### src/rtl/lr_pkg.sv
// Shared types and default sizing for the linear-regressor sequencing controller.
package lr_pkg;

  typedef enum logic [3:0] {
    IDLE      = 4'd0,
    INIT      = 4'd1,
    ACCUM     = 4'd2,
    DRAIN_A   = 4'd3,
    COEF_GO   = 4'd4,
    COEF_WAIT = 4'd5,
    ERR       = 4'd6,
    DRAIN_E   = 4'd7,
    DONE      = 4'd8
  } lr_state_t;

  localparam int LR_N_SAMPLES = 150;
  localparam int LR_ADDR_W    = 8;
  localparam int LR_MEM_LAT   = 1;

endpackage

### src/rtl/lr_delay_line.sv
// Fixed-depth shift register that aligns issue strobes with downstream data latency.
module lr_delay_line #(
  parameter int DEPTH = 1,
  parameter int WIDTH = 1
) (
  input  logic             clk,
  input  logic             rst,
  input  logic [WIDTH-1:0] din,
  output logic [WIDTH-1:0] dout
);

  logic [WIDTH-1:0] stage_r [DEPTH];

  // Shift one stage per cycle; reset drops anything in flight.
  always_ff @(posedge clk) begin
    if (rst) begin
      for (int i = 0; i < DEPTH; i++) begin
        stage_r[i] <= {WIDTH{1'b0}};
      end
    end else begin
      stage_r[0] <= din;
      for (int i = 1; i < DEPTH; i++) begin
        stage_r[i] <= stage_r[i-1];
      end
    end
  end

  assign dout = stage_r[DEPTH-1];

endmodule

### src/rtl/lr_controller.sv
// Run sequencer: clear, accumulate pass, coefficient handshake, error pass, done.
module lr_controller
  import lr_pkg::*;
#(
  parameter int N_SAMPLES = LR_N_SAMPLES,
  parameter int ADDR_W    = LR_ADDR_W,
  parameter int MEM_LAT   = LR_MEM_LAT
) (
  input  logic              clk,
  input  logic              rst,
  input  logic              start,
  input  logic              coef_done,
  output logic [ADDR_W-1:0] mem_addr,
  output logic              acc_clr,
  output logic              acc_en,
  output logic              coef_start,
  output logic              err_we,
  output logic [ADDR_W-1:0] err_addr,
  output logic              busy,
  output logic              ready
);

  localparam int DW = $clog2(MEM_LAT + 2);
  localparam logic [ADDR_W-1:0] LAST_ADDR = ADDR_W'(N_SAMPLES - 1);

  lr_state_t         state_r;
  logic [ADDR_W-1:0] addr_cnt_r;
  logic [DW-1:0]     drain_cnt_r;
  logic [ADDR_W-1:0] mem_addr_r;
  logic              acc_clr_r;
  logic              coef_start_r;
  logic              busy_r;
  logic              ready_r;
  logic              acc_issue_r;
  logic              err_issue_r;
  logic [ADDR_W:0]   err_din_s;
  logic [ADDR_W:0]   err_dout_s;

  // Sequencer: state plus every registered strobe and address it drives.
  always_ff @(posedge clk) begin
    if (rst) begin
      state_r      <= IDLE;
      addr_cnt_r   <= {ADDR_W{1'b0}};
      drain_cnt_r  <= {DW{1'b0}};
      mem_addr_r   <= {ADDR_W{1'b0}};
      acc_clr_r    <= 1'b0;
      coef_start_r <= 1'b0;
      busy_r       <= 1'b0;
      ready_r      <= 1'b0;
      acc_issue_r  <= 1'b0;
      err_issue_r  <= 1'b0;
    end else begin
      acc_clr_r    <= 1'b0;
      coef_start_r <= 1'b0;
      acc_issue_r  <= 1'b0;
      err_issue_r  <= 1'b0;
      mem_addr_r   <= {ADDR_W{1'b0}};
      case (state_r)
        IDLE, DONE: begin
          if (start) begin
            state_r   <= INIT;
            acc_clr_r <= 1'b1;
            busy_r    <= 1'b1;
            ready_r   <= 1'b0;
          end
        end
        INIT: begin
          state_r     <= ACCUM;
          addr_cnt_r  <= {ADDR_W{1'b0}};
          acc_issue_r <= 1'b1;
        end
        ACCUM: begin
          if (addr_cnt_r == LAST_ADDR) begin
            state_r     <= DRAIN_A;
            drain_cnt_r <= DW'(MEM_LAT - 1);
          end else begin
            addr_cnt_r  <= addr_cnt_r + {{(ADDR_W-1){1'b0}}, 1'b1};
            mem_addr_r  <= addr_cnt_r + {{(ADDR_W-1){1'b0}}, 1'b1};
            acc_issue_r <= 1'b1;
          end
        end
        DRAIN_A: begin
          if (drain_cnt_r == {DW{1'b0}}) begin
            state_r      <= COEF_GO;
            coef_start_r <= 1'b1;
          end else begin
            drain_cnt_r <= drain_cnt_r - {{(DW-1){1'b0}}, 1'b1};
          end
        end
        COEF_GO: begin
          state_r <= COEF_WAIT;
        end
        COEF_WAIT: begin
          if (coef_done) begin
            state_r     <= ERR;
            addr_cnt_r  <= {ADDR_W{1'b0}};
            err_issue_r <= 1'b1;
          end
        end
        ERR: begin
          if (addr_cnt_r == LAST_ADDR) begin
            state_r     <= DRAIN_E;
            drain_cnt_r <= DW'(MEM_LAT);
          end else begin
            addr_cnt_r  <= addr_cnt_r + {{(ADDR_W-1){1'b0}}, 1'b1};
            mem_addr_r  <= addr_cnt_r + {{(ADDR_W-1){1'b0}}, 1'b1};
            err_issue_r <= 1'b1;
          end
        end
        DRAIN_E: begin
          if (drain_cnt_r == {DW{1'b0}}) begin
            state_r <= DONE;
            busy_r  <= 1'b0;
            ready_r <= 1'b1;
          end else begin
            drain_cnt_r <= drain_cnt_r - {{(DW-1){1'b0}}, 1'b1};
          end
        end
        default: begin
          state_r <= IDLE;
          busy_r  <= 1'b0;
          ready_r <= 1'b0;
        end
      endcase
    end
  end

  // Accumulate-pass addresses are masked so the error index only ever carries error-pass addresses.
  assign err_din_s = {err_issue_r, mem_addr_r & {ADDR_W{err_issue_r}}};

  lr_delay_line #(.DEPTH(MEM_LAT), .WIDTH(1)) u_acc_dly (
    .clk  (clk),
    .rst  (rst),
    .din  (acc_issue_r),
    .dout (acc_en)
  );

  lr_delay_line #(.DEPTH(MEM_LAT + 1), .WIDTH(ADDR_W + 1)) u_err_dly (
    .clk  (clk),
    .rst  (rst),
    .din  (err_din_s),
    .dout (err_dout_s)
  );

  assign err_we     = err_dout_s[ADDR_W];
  assign err_addr   = err_dout_s[ADDR_W-1:0];
  assign mem_addr   = mem_addr_r;
  assign acc_clr    = acc_clr_r;
  assign coef_start = coef_start_r;
  assign busy       = busy_r;
  assign ready      = ready_r;

endmodule

### config.mk
export PLATFORM = sky130hd
export DESIGN_NAME = lr_controller
export DESIGN_NICKNAME = d
export VERILOG_FILES = /design/src/rtl/lr_pkg.sv /design/src/rtl/lr_delay_line.sv /design/src/rtl/lr_controller.sv
export SDC_FILE = /design/constraint.sdc
export NUM_CORES = 1
export LEC_CHECK = 0
export BUFFER_PORTS_ARGS = -buffer_cell sky130_fd_sc_hd__buf_4
export CAP_MARGIN = 20
export CORE_MARGIN = 2
export CORE_UTILIZATION = 41
export CTS_BUF_LIST = sky130_fd_sc_hd__clkbuf_2 sky130_fd_sc_hd__clkbuf_4 sky130_fd_sc_hd__clkbuf_8
export DETAILED_ROUTE_END_ITERATION = 8
export SYNTH_ARGS = -nofsm -noshare
export SYNTH_HDL_FRONTEND = slang
export SYNTH_HIERARCHICAL = 1
export SYNTH_SLANG_ARGS = --single-unit
### constraint.sdc
create_clock -name clk -period 1.6 [get_ports clk]
set_input_delay 0.4 -clock clk [delete_from_list [all_inputs] [get_ports clk]]
set_output_delay 0.4 -clock clk [all_outputs]
set_load 0.01 [all_outputs]
# Yosys cells after proc, flatten, opt, wreduce, memory -nomap -nowiden
# Memories as Yosys holds them, arrays and structs flattened.
# Index checks and enable logic that the tools add are counted.
[classes]
addsub = 2
eq_ne = 17
muxes = 33
n_bitwise = 7
n_reduce_logical = 16
[ops]
columns = ["cell", "n"]
rows = [
  ["$pmux W4 S8", 1],
  ["$mux W4", 6],
  ["$pmux W8 S3", 1],
  ["$mux W9", 2],
  ["$eq A4 B3 Y1 const B", 4],
  ["$mux W8", 2],
  ["$ne A2 B2 Y1 const B", 8],
  ["$mux W1", 13],
  ["$reduce_or A2 Y1", 5],
  ["$add A8 B1 Y8 const B", 1],
  ["$and A8 B8 Y8", 1],
  ["$eq A4 B2 Y1 const B", 2],
  ["$eq A8 B8 Y1 const B", 1],
  ["$mux W2", 3],
  ["$pmux W1 S3", 2],
  ["$pmux W2 S3", 1],
  ["$reduce_and A3 Y1", 2],
  ["$reduce_and A6 Y1", 1],
  ["$reduce_bool A3 Y1", 2],
  ["$reduce_or A6 Y1", 1],
  ["$eq A4 B1 Y1 const B", 1],
  ["$eq A4 B4 Y1 const B", 1],
  ["$logic_not A4 Y1", 1],
  ["$not A1 Y1", 4],
  ["7 further kinds", 9],
]
[word_totals]
ff_bits = 28
mem_bits_rw = 19
in_bits = 4
output_inout_bits = 22
wordCells = 87
mem_count = 2
[memory_table]
columns = ["name", "words", "width", "rd", "rd_clocked_by_memory_dff", "write_ports", "line_no", "source"]
rows = [
  ["u_err_dly.stage_r", 2, 9, 2, 0, 2, "lr_delay_line.sv:12", "logic [WIDTH-1:0] stage_r [DEPTH];"],
  ["u_acc_dly.stage_r", 1, 1, 1, 0, 1, "lr_delay_line.sv:12", ""],
]

# Depth between registers and ports, before layout
# Gate-level depths: netlist (run 1).
[depth]
depth_word = 4
mapped_depth = 6
ltp_nobuf = 6

# Modules after synthesis
# The synthesis (run 1) kept the hierarchy.
[by_module_without_submodules]
columns = ["mod", "instances", "cells_each", "area_each_um2", "seq_area_each_um2"]
rows = [
  ["lr_controller", 1, 136, 1257.5, 560.5],
  ["lr_delay_line at u_err_dly", 1, 46, 556.8, 360.3],
  ["lr_delay_line at u_acc_dly", 1, 2, 33.8, 20.0],
]

# Least setup slack after synthesis (run 1)
# Ideal clock, no wire load.
[synth_timing]
kind = "register to register"
startpoint = "register addr_cnt_r[0]"
endpoint = "register addr_cnt_r[1]"
setup_ns = 0.058
t_arrival_ns = 1.503
required_ns = 1.542
setup_slack_ns = 0.040
path_stages_with_launch = 6
n_path_buf = 0
period_less_slack_ns = 1.560
path_cell_list = "dfxtp_1 > ha_1 > nand4bb_1 > or2_4 > a221oi_4 > a21o_1"
[synth_between]
elab_chain_cells = 3
elab_cells_between_ends = 6
cone_classes = "add/sub (1); eq/ne (2); mux (2); reduce/logical (1)"
[synth_lines]
columns = ["item", "line_no", "source"]
rows = [
  ["start: declaration", "lr_controller.sv:27", "logic [ADDR_W-1:0] addr_cnt_r;"],
  ["start signal: assignment", "lr_controller.sv:43", "addr_cnt_r <= {ADDR_W{1'b0}};"],
  ["start signal: assignment", "lr_controller.sv:69", "addr_cnt_r <= {ADDR_W{1'b0}};"],
  ["start signal: assignment", "lr_controller.sv:77", "addr_cnt_r <= addr_cnt_r + {{(ADDR_W-1){1'b0}}, 1'b1};"],
  ["$add A8 B1 Y8 or $eq A8 B8 Y1 (tied branches)", "--", ""],
  ["$mux W8 or $ne A2 B2 Y1 (tied branches)", "--", ""],
  ["$pmux W8 S3 or $reduce_and A3 Y1 (tied branches)", "--", ""],
]
# Parallel ways exist; a longest one is shown, timed or not. The select of a mux whose other input is x is not followed.
# A chain may end at the register's enable or synchronous reset.

# Final worst setup path (run 1)
[layout_timing]
startpoint = "register addr_cnt_r[1]"
endpoint = "register addr_cnt_r[7]"
# The elaborated chain is that of the path after synthesis.

==> impl_metrics.csv, run 1 <==
group,metric,value,unit
synth,synth_cell_types,42,
floorplan,die_x,71.1,um
timing,tightest_slew,0.419,ns
floorplan,initial_utilization,0.424,
clocking,hold_buffers,0,
grt,globalRouteTotalUtil,0.145,
synth,synth.avg_cell_area,10.0,um^2
synth,synthesis.area,1850,um^2
min_path,holdPathStages,2,
synth,ys_seq_elements,47,
final_layout,drive_gt1_frac,0.307,
critical_path,r2r_cells,7,
critical_path,crit_fanout,4,
synth,synth_cells,184,
synth,synth_compound_area_frac,0.139,
clocking,root_buffer,"clkbuf_8",
clocking,clk_pin_slew_worst_paths,0.09,ns
min_path,hold_path.class,"in2reg",
timing,clock_skew,0.0112,ns
placement,placed_cell_area,2100,um^2
power_and_ir_drop,leakage,0.969,nW
clocking,insertion_delay,0.30,ns
grt,grt_max_degree,15,
detailed_routing,drt_iter0_drc,67,
timing,relSlewSlack,0.720,
timing,finalSetupViolations,0,
synth,synth_xor_area_frac,0.0190,
clocking,cts_buffer_depth,2,
clocking,cts_buffers,5,
run,cap_violations,0,
critical_path,arrival,1.83,ns
final_layout,area_growth,22.1,%
final_layout,diodes,0,
detailed_routing,ant_nets,0,
floorplan,dieArea,5060,um^2
min_path,min-delay-start,"start",
critical_path,critPathRequiredTime,1.85,ns
critical_path,r2r_end,"addr_cnt_r[7]$_SDFFE_PP0P_",
final_layout,layout.nets,224,
synth,synth_top_family_by_area,"simple AND/OR/NAND/NOR gates",
synth,ys_seq_area_frac,0.509,
timing,fmax,631,MHz
floorplan,core,4350,um^2
synth,muxShareOfSynthArea,0.00609,
critical_path,critPathKind,"reg2reg",
timing,fin_crit_sh,0.990,
grt,grt_pass1_wl,5690,um
detailed_routing,routed_wirelength,3360,um
detailed_routing,drtPass1Iterations,6,
power_and_ir_drop,irDropWorstVdd,0.000338,V
placement,port_buffers,25,
synth,synth_warnings,6,
detailed_routing,vias_per_cell,4.91,
timing,whs,0.393,ns
timing,period_minus_slack,1.58,ns
timing,rsz0062_at_grt,"yes",
min_path,holdPathEnd,"acc_clr$_SDFF_PP0_",
clocking,h-tree-depth,2,
placement,dpl.hpwl,2470,um
clocking,cts_tree,"done",
critical_path,crit_start,"addr_cnt_r[1]$_SDFFE_PP0P_",
floorplan,row_count,24,
detailed_routing,wl_per_cell,12.5,um
final_layout,stdcell_area,2260,um^2
critical_path,r2r_start,"addr_cnt_r[1]$_SDFFE_PP0P_",
power_and_ir_drop,power-per-cell-area,974,nW/um^2
critical_path,worst_setup_path_end_kind,"register",
placement,dp_slack,-0.0235,ns
detailed_routing,vias,1327,
floorplan,die_y,71.1,um
run_status,outcome,"finished clean",
placement,place_congestion,0.892,
grt,grt_pass1_vias,1257,
synth,synthAdderAreaFrac,0.0203,
critical_path,critical_path.startpoint_type,"register",
timing,finalMaxSlewViolations,0,
clocking,numClockSinks,47,
synth,syn_nets,191,
floorplan,ios,26,
timing,hold_viol,0,
critical_path,rrSetupSlack,0.02,ns
detailed_routing,drc_errors,0,
timing,fin_ws,0.0160,ns
grt,grt.overflow.total,0,
grt,antenna_found_initial,0,
synth,synth-simple-area-share,0.238,
## how the worst max path moves through the flow
stage | to | slack [ns] | cells after the start
after floorplan | addr_cnt_r[1]$_SDFFE_PP0P_ | 0.04 | 5
after global placement | addr_cnt_r[1]$_SDFFE_PP0P_ | 0.04 | 5
after detailed placement | addr_cnt_r[7]$_SDFFE_PP0P_ | -0.02 | 5
after CTS | addr_cnt_r[7]$_SDFFE_PP0P_ | 0.02 | 5
after global routing | addr_cnt_r[7]$_SDFFE_PP0P_ | -0.05 | 7
final | addr_cnt_r[7]$_SDFFE_PP0P_ | 0.02 | 7
## layout by cell type, fill, tap and decap left out, types with 2 or more instances in the layout
cell	synthesis	final
nor2b_1	11	11
o21ai_1	0	2
nand3_1	6	6
o21ai_0	8	6
nor3_1	4	4
a21o_1	7	7
nand2_1	4	4
dfxtp_2	0	2
and2b_1	7	7
a31oi_1	3	3
nor2_1	14	14
a31o_2	2	2
a21oi_1	7	6
buf_4	10	40
clkbuf_8	1	7
dfxtp_1	47	45
and2_1	8	8
or3_2	3	3
ha_1	3	2
xor2_1	3	3
nand3b_1	3	3
nand4bb_1	2	2
inv_1	6	5
nand2b_1	2	2
## worst max-delay path, cell delays in order (launching register included)
cell       delay (ns)
dfxtp_2          0.33
inv_2            0.06
ha_4             0.12
nand4bb_1        0.13
or2_4            0.31
a221oi_4         0.29
buf_4            0.18
a21o_1           0.11
## cells in the mapped netlist
library cell   n  area (um^2)
a2111oi_0      1         8.76
a21o_1         7         52.6
a21oi_1        7         35.0
a221oi_1       1         8.76
a221oi_4       1         26.3
a31o_2         2         17.5
a31oi_1        3         18.8
a32oi_1        1         8.76
and2_1         8         50.1
and2b_1        7         52.6
and2b_2        1         8.76
and3_1         1         6.26
buf_4         10         75.1
clkbuf_1       4         15.0
clkbuf_8       1         13.8
dfxtp_1       47          941
ha_1           3         37.5
inv_1          6         22.5
mux2_2         1         11.3
nand2_1        4         15.0
nand2b_1       2         12.5
nand3_1        6         30.0
nand3b_1       3         22.5
nand4_1        1         6.26
nand4bb_1      2         22.5
nor2_1        14         52.6
nor2b_1       11         68.8
nor2b_4        1         13.8
nor3_1         4         20.0
nor3b_2        1         12.5
nor4_1         1         6.26
o211ai_1       1         7.51
o21a_1         1         7.51
o21ai_0        8         40.0
o311ai_0       1         8.76
o31ai_1        1         7.51
o32ai_1        1         8.76
or2_4          1         8.76
or2b_2         1         8.76
or3_2          3         22.5
xnor2_1        1         8.76
xor2_1         3         26.3
## layer usage
layer | share of wire | track usage | wire length, um
met5 | 0 | 0 | 0
met1 | 0.45 | 0.173 | 1500
met4 | 0.017 | 0.0566 | 57
met2 | 0.49 | 0.238 | 1650
met3 | 0.046 | 0.0513 | 155
## through the flow
step | total power [W] | setup TNS [ns] | instances | util
2_1_floorplan | 0.00135 | 0 | 184 | -
3_3_place_gp | 0.00142 | 0 | 260 | 0.483
3_5_place_dp | 0.00142 | -0.0902 | 260 | 0.483
4_1_cts | 0.00219 | 0 | 268 | 0.507
5_1_grt | 0.00230 | -0.269 | 270 | 0.518
6_report | 0.00220 | 0 | 270 | 0.518
## repair_timing
item	in CTS	in global routing
setup buffers	0	2
setup endpoints to repair	7	11
gates resized for setup	1	11
pin swaps	3	7
## power breakdown
group / internal (W) / switching (W) / total, W / leakage [nW]
Combinational: 0.000104 / 0.000105 / 0.000208 / 0.538
Clock: 0.000393 / 0.000384 / 0.000777 / 0.0505
Sequential: 0.00119 / 0.0000202 / 0.00121 / 0.381
## cell type report
class | instances | area [um^2]
fillers | 405 | 2100
flip-flops and latches | 47 | 943
multi-input cells | 116 | 811
repair buffers | 41 | 312
clock buffers | 7 | 96.3
well taps | 52 | 65.1
inverters | 6 | 22.5
clock inverters | 1 | 7.51
## cells by family after synthesis
family	Yosys count
simple gates	72
flops	47
compound gates	36
buf+inv	21
xor+xnor	4
fa+ha+maj	3
mux	1
## state kept, by name, indices dropped and copies added (netlist names)
signal and cells:
ready 1, u_acc_dly/stage_r 1, acc_clr 1, addr_cnt_r 8
coef_start 1, drain_cnt_r 2, err_issue_r 1, busy 1
u_err_dly/stage_r 18, acc_issue_r 1, mem_addr 8, state_r 4
Power figures use the tool's default switching activity.
==> inputs of run 2 (changes only) <==
SYNTH_HIERARCHICAL = unset   (was 1)
==> impl_metrics.csv, run 2 <==
group,metric,value,unit
placement,port_buffers,25,
synth,synth-edff-count,0,
timing,finalSetupViolations,0,
detailed_routing,drtPass1Iterations,4,
timing,finalMaxSlewViolations,0,
critical_path,critPathKind,"reg2reg",
final_layout,largest-register,"u_err_dly.stage_r",
final_layout,drive_gt1_frac,0.288,
critical_path,endpoint,"addr_cnt_r[4]$_SDFFE_PP0P_",
timing,fin_crit_sh,0.946,
clocking,root_buffer,"clkbuf_8",
synth,synthesis.area,1850,um^2
clocking,numClockSinks,47,
min_path,min-delay-start,"coef_done",
detailed_routing,drt_iter0_drc,63,
floorplan,die_y,71.3,um
power_and_ir_drop,total_power,0.00282,W
critical_path,r2r_start,"addr_cnt_r[1]$_SDFFE_PP0P_",
clocking,h-tree-depth,2,
detailed_routing,routed_wirelength,3440,um
final_layout,area_growth,21.3,%
floorplan,core,4350,um^2
placement,dpl.hpwl,2600,um
timing,clock_skew,0.00542,ns
detailed_routing,vias,1372,
final_layout,largest_reg_flops,18,
synth,syn_nets,190,
placement,placed_cell_area,2140,um^2
synth,synth_warnings,0,
synth,synth.most_common_cell,"dfxtp_1",
timing,fmax,661,MHz
power_and_ir_drop,power-per-cell-area,1250,nW/um^2
final_layout,final_cell_mix,"dfxtp_1, buf_4, nor2b_1",
critical_path,crit_fanout,7,
timing,tightest_slew,0.465,ns
critical_path,critPathRequiredTime,1.84,ns
min_path,hold_path.class,"in2reg",
detailed_routing,ant_nets,0,
synth,ys_top_cells_by_count,"dfxtp_1, nor2b_1, a21oi_1, nand2_1",
synth,synth_cell_types,42,
final_layout,stdcell_area,2250,um^2
critical_path,arrival,1.76,ns
timing,hold_viol,0,
floorplan,initial_utilization,0.426,
grt,grt_pass1_vias,1350,
critical_path,worst_setup_path_end_kind,"register",
detailed_routing,vias_per_cell,5.06,
grt,grt_pass1_wl,6080,um
synth,ys.flop_type,"dfxtp_1",
critical_path,r2r_cells,7,
run,cap_violations,0,
grt,grt_max_degree,15,
critical_path,cpPeakStageDelay,0.32,ns
critical_path,critical_path.startpoint_type,"register",
grt,grt.overflow.total,0,
timing,period_minus_slack,1.51,ns
power_and_ir_drop,leakage,0.941,nW
clocking,cts_tree,"done",
critical_path,r2r_end,"addr_cnt_r[4]$_SDFFE_PP0P_",
critical_path,crit_start,"addr_cnt_r[1]$_SDFFE_PP0P_",
grt,globalRouteTotalUtil,0.151,
grt,antenna_found_initial,0,
synth,synth.avg_cell_area,10.1,um^2
final_layout,final_common_cell,"dfxtp_1",
synth,yosysTopAreaCellShare,0.507,
floorplan,die_x,71.3,um
power_and_ir_drop,irDropWorstVdd,0.000445,V
clocking,insertion_delay,0.29,ns
timing,rsz0062_at_grt,"no",
timing,whs,0.419,ns
final_layout,diodes,0,
timing,fin_ws,0.0868,ns
synth,synth_area_leaders,"dfxtp_1, nor2b_1, a21o_1",
final_layout,layout.nets,226,
critical_path,crit_chain,"inv_1 -> ha_2 -> nand4bb_4 -> or2_4 -> a311oi_4 -> buf_6 -> a21o_1",
detailed_routing,drc_errors,0,
clocking,cts_buffer_depth,2,
clocking,clk_pin_slew_worst_paths,0.08,ns
synth,ys_seq_area_frac,0.507,
floorplan,dieArea,5080,um^2
placement,dp_slack,-0.00231,ns
clocking,cts_buffers,5,
critical_path,rrSetupSlack,0.09,ns
critical_path,cp_slowest_cell,"dfxtp_1",
run_status,outcome,"finished clean",
placement,place_congestion,0.820,
detailed_routing,wl_per_cell,12.7,um
floorplan,ios,26,
timing,relSlewSlack,0.689,
synth,yosys.area.top_type,"dfxtp_1",
synth,ys_seq_elements,47,
final_layout,fin_util,0.517,
synth,synth_cells,183,
floorplan,row_count,24,
synth,synth-async-reset-ratio,0,
run 2: worst min-delay path by stage:
| stage | depth (start not counted) | endpoint | slack [ns] |
|---|---|---|---|
| 2_1_floorplan | 1 | u_acc_dly.stage_r[0]$_SDFF_PP0_ | 0.41 |
| 3_3_place_gp | 1 | u_err_dly.stage_r[0][17]$_SDFF_PP0_ | 0.42 |
| 3_5_place_dp | 1 | u_err_dly.stage_r[0][17]$_SDFF_PP0_ | 0.42 |
| 4_1_cts | 3 | err_issue_r$_SDFF_PP0_ | 0.41 |
| 5_1_grt | 3 | err_issue_r$_SDFF_PP0_ | 0.41 |
| 6_report | 3 | err_issue_r$_SDFF_PP0_ | 0.42 |
run 2: cell type report:
| class | count | area (um^2) |
|---|---|---|
| multi-input combinational | 115 | 806 |
| timing repair buffer | 43 | 327 |
| sequential | 47 | 943 |
| tap | 52 | 65.1 |
| inverter | 7 | 26.3 |
| fill | 401 | 2100 |
| clock inverter | 2 | 13.8 |
| clock buffer | 5 | 68.8 |
run 2: power by group:
part	switching (W)	internal, W	leakage, nW
combinational	0.000394	0.000367	0.517
sequential	0.000116	0.00127	0.381
clock	0.000371	0.000299	0.0440
run 2: timing repair:
action	4_1_cts	5_1_grt
endpoints found under the setup margin	7	12
pin swaps	1	2
hold buffers	0	0
setup buffers	0	1
gates resized for setup	0	7
run 2: cell families after synthesis:
logic type | share of synthesized area
AO/OA/AOI/OAI | 0.164
XOR/XNOR | 0.0142
adder cells (fa/ha/maj) | 0.0202
buffers and inverters | 0.0668
flip-flops | 0.507
AND/OR/NAND/NOR | 0.227
run 2: per-layer routing:
| layer | routed length (um) | vias to the layer above | GRT usage |
|---|---|---|---|
| met5 | 0 | - | 0 |
| met4 | 75 | 0 | 0.0587 |
| met3 | 130 | 8 | 0.0464 |
| met2 | 1600 | 21 | 0.243 |
| met1 | 1630 | 643 | 0.190 |
| li1 | - | 700 | - |
run 2: stage by stage:
step | instances | setup TNS (ns)
after floorplan | 183 | 0
after global placement | 263 | 0
after detailed placement | 263 | -0.00231
after CTS | 270 | 0
after global routing | 271 | 0
final | 271 | 0
run 2: worst max-delay path: cells and delay by family (launching register included):
| kind | cells | cell delay, ns |
|---|---|---|
| simple gates | 2 | 0.38 |
| fa+ha+maj | 1 | 0.18 |
| flops | 1 | 0.32 |
| buf+inv | 2 | 0.21 |
| compound gates | 2 | 0.38 |
==> inputs of run 3 (changes only) <==
CAP_MARGIN = 40   (was 20)
SETUP_SLACK_MARGIN = 0.5   (was unset)
==> impl_metrics.csv, run 3 (synthesized netlist as in run 2, its figures left out) <==
group,metric,value,unit
run_status,outcome,"finished clean",
grt,global_route.usage.met2,0.274,
placement,dpl.hpwl,2640,um
final_layout,layout.nets,244,
final_layout,diodes,0,
clocking,cts_buffer_depth,2,
detailed_routing,routed_wirelength,4280,um
timing,finalSetupViolations,0,
placement,place_congestion,0.855,
grt,grt_max_degree,17,
final_layout,fill_cells,334,
timing,hold_viol,0,
grt,grt_use_met3,0.0436,
final_layout,final_common_cell,"buf_4",
detailed_routing,drt_iter0_drc,54,
detailed_routing,ant_nets,0,
timing,rsz0062_at_grt,"yes",
timing,period_minus_slack,1.54,ns
clocking,root_buffer,"clkbuf_8",
grt,grt_pass1_vias,1398,
floorplan,core,4350,um^2
timing,whs,0.405,ns
critical_path,critPathRequiredTime,1.80,ns
power_and_ir_drop,irDropWorstVdd,0.000509,V
clocking,cts_tree,"done",
grt,grt.overflow.total,0,
clocking,h-tree-depth,2,
timing,fin_ws,0.0603,ns
grt,use_met1,0.218,
detailed_routing,vias_per_cell,5.11,
detailed_routing,drtPass1Iterations,4,
timing,fmax,649,MHz
power_and_ir_drop,power-per-cell-area,1300,nW/um^2
clocking,clk_pin_slew_worst_paths,0.09,ns
clocking,cts_buffers,5,
critical_path,worst_setup_path_end_kind,"register",
timing,fin_crit_sh,0.962,
detailed_routing,wl_per_cell,14.7,um
placement,dp_slack,0.0380,ns
final_layout,area_growth,47.9,%
power_and_ir_drop,leakage,1.10,nW
critical_path,arrival,1.74,ns
timing,clock_skew,0.0103,ns
final_layout,drive_gt1_frac,0.563,
floorplan,die_y,71.3,um
timing,relSlewSlack,0.690,
final_layout,final_cell_mix,"buf_4, buf_6, dfxtp_2",
min_path,hold_path.class,"in2reg",
timing,tightest_slew,0.463,ns
detailed_routing,vias,1481,
clocking,numClockSinks,47,
critical_path,crit_fanout,8,
floorplan,row_count,24,
detailed_routing,drc_errors,0,
floorplan,die_x,71.3,um
timing,finalMaxSlewViolations,0,
floorplan,ios,26,
clocking,insertion_delay,0.30,ns
grt,grt_pass1_wl,6640,um
placement,port_buffers,25,
critical_path,critical_path.startpoint_type,"register",
final_layout,largest_reg_flops,18,
run,cap_violations,0,
floorplan,initial_utilization,0.426,
final_layout,largest-register,"u_err_dly.stage_r",
grt,globalRouteTotalUtil,0.169,
grt,busiest_layer,"met2",
critical_path,critPathKind,"reg2reg",
floorplan,dieArea,5080,um^2
grt,antenna_found_initial,0,
run 3: changes by cell type in the layout (fill, tap and decap cells not counted), moves of 5 or more:
cell	delta
dfxtp_2	+22
dfxtp_4	+5
buf_6	+29
dfxtp_1	-27
a21oi_1	-6
a21oi_2	+6
buf_4	-11
run 3: stage by stage:
stage	util	total power (W)	cell area, um^2	TNS, ns	instances
after floorplan	-	0.00193	1890	0	183
after global placement	0.485	0.00209	2110	0	255
after detailed placement	0.485	0.00211	2110	0	255
after CTS	0.587	0.00329	2560	0	284
after global routing	0.630	0.00373	2740	-0.0384	290
final	0.630	0.00355	2740	0	290
run 3: timing repair:
item	4_1_cts	5_1_grt
setup endpoints to repair	50	51
endpoints found under the hold margin	0	0
hold buffers	0	0
resized for setup	55	35
pin swaps	12	16
cloned	0	0
setup buffers	21	6
run 3: final cells by class:
type | instances | area [um^2] | share of cell area
Sequential cell | 47 | 990 | 0.361
Multi-Input combinational cell | 115 | 976 | 0.356
Timing Repair Buffer | 61 | 571 | 0.208
Clock buffer | 5 | 68.8 | 0.0251
Tap cell | 52 | 65.1 | 0.0237
Clock inverter | 3 | 46.3 | 0.0169
Inverter | 7 | 26.3 | 0.00958
run 3: power by group:
group	switching (W)	internal [W]
clock	0.000408	0.000471
sequential	0.000120	0.00130
combinational	0.000607	0.000653
run 3: critical path, stage by stage, from the launching register on:
cell and delay [ns]:
dfxtp_1 0.32, nand3b_1 0.22, buf_4 0.19, o211ai_2 0.39, nor2_1 0.15, a21o_1 0.18
run 3: final timing paths:
check	from	to	slack (ns)	depth (start not counted)
hold reg to reg	u_err_dly.stage_r[0][0]$_SDFF_PP0_	u_err_dly.stage_r[0][9]$_SDFF_PP0_	0.44	1
setup / recovery	addr_cnt_r[3]$_SDFFE_PP0P_	addr_cnt_r[1]$_SDFFE_PP0P_	0.06	5
setup reg to reg	addr_cnt_r[3]$_SDFFE_PP0P_	addr_cnt_r[1]$_SDFFE_PP0P_	0.06	5
hold / removal	rst	addr_cnt_r[0]$_SDFFE_PP0P_	0.41	2
run 3: routing by layer:
layer  routed length [um]  part of all wire
met5                    0                 0
met4                   58             0.014
met3                  246             0.058
met2                 2140              0.50
met1                 1830              0.43
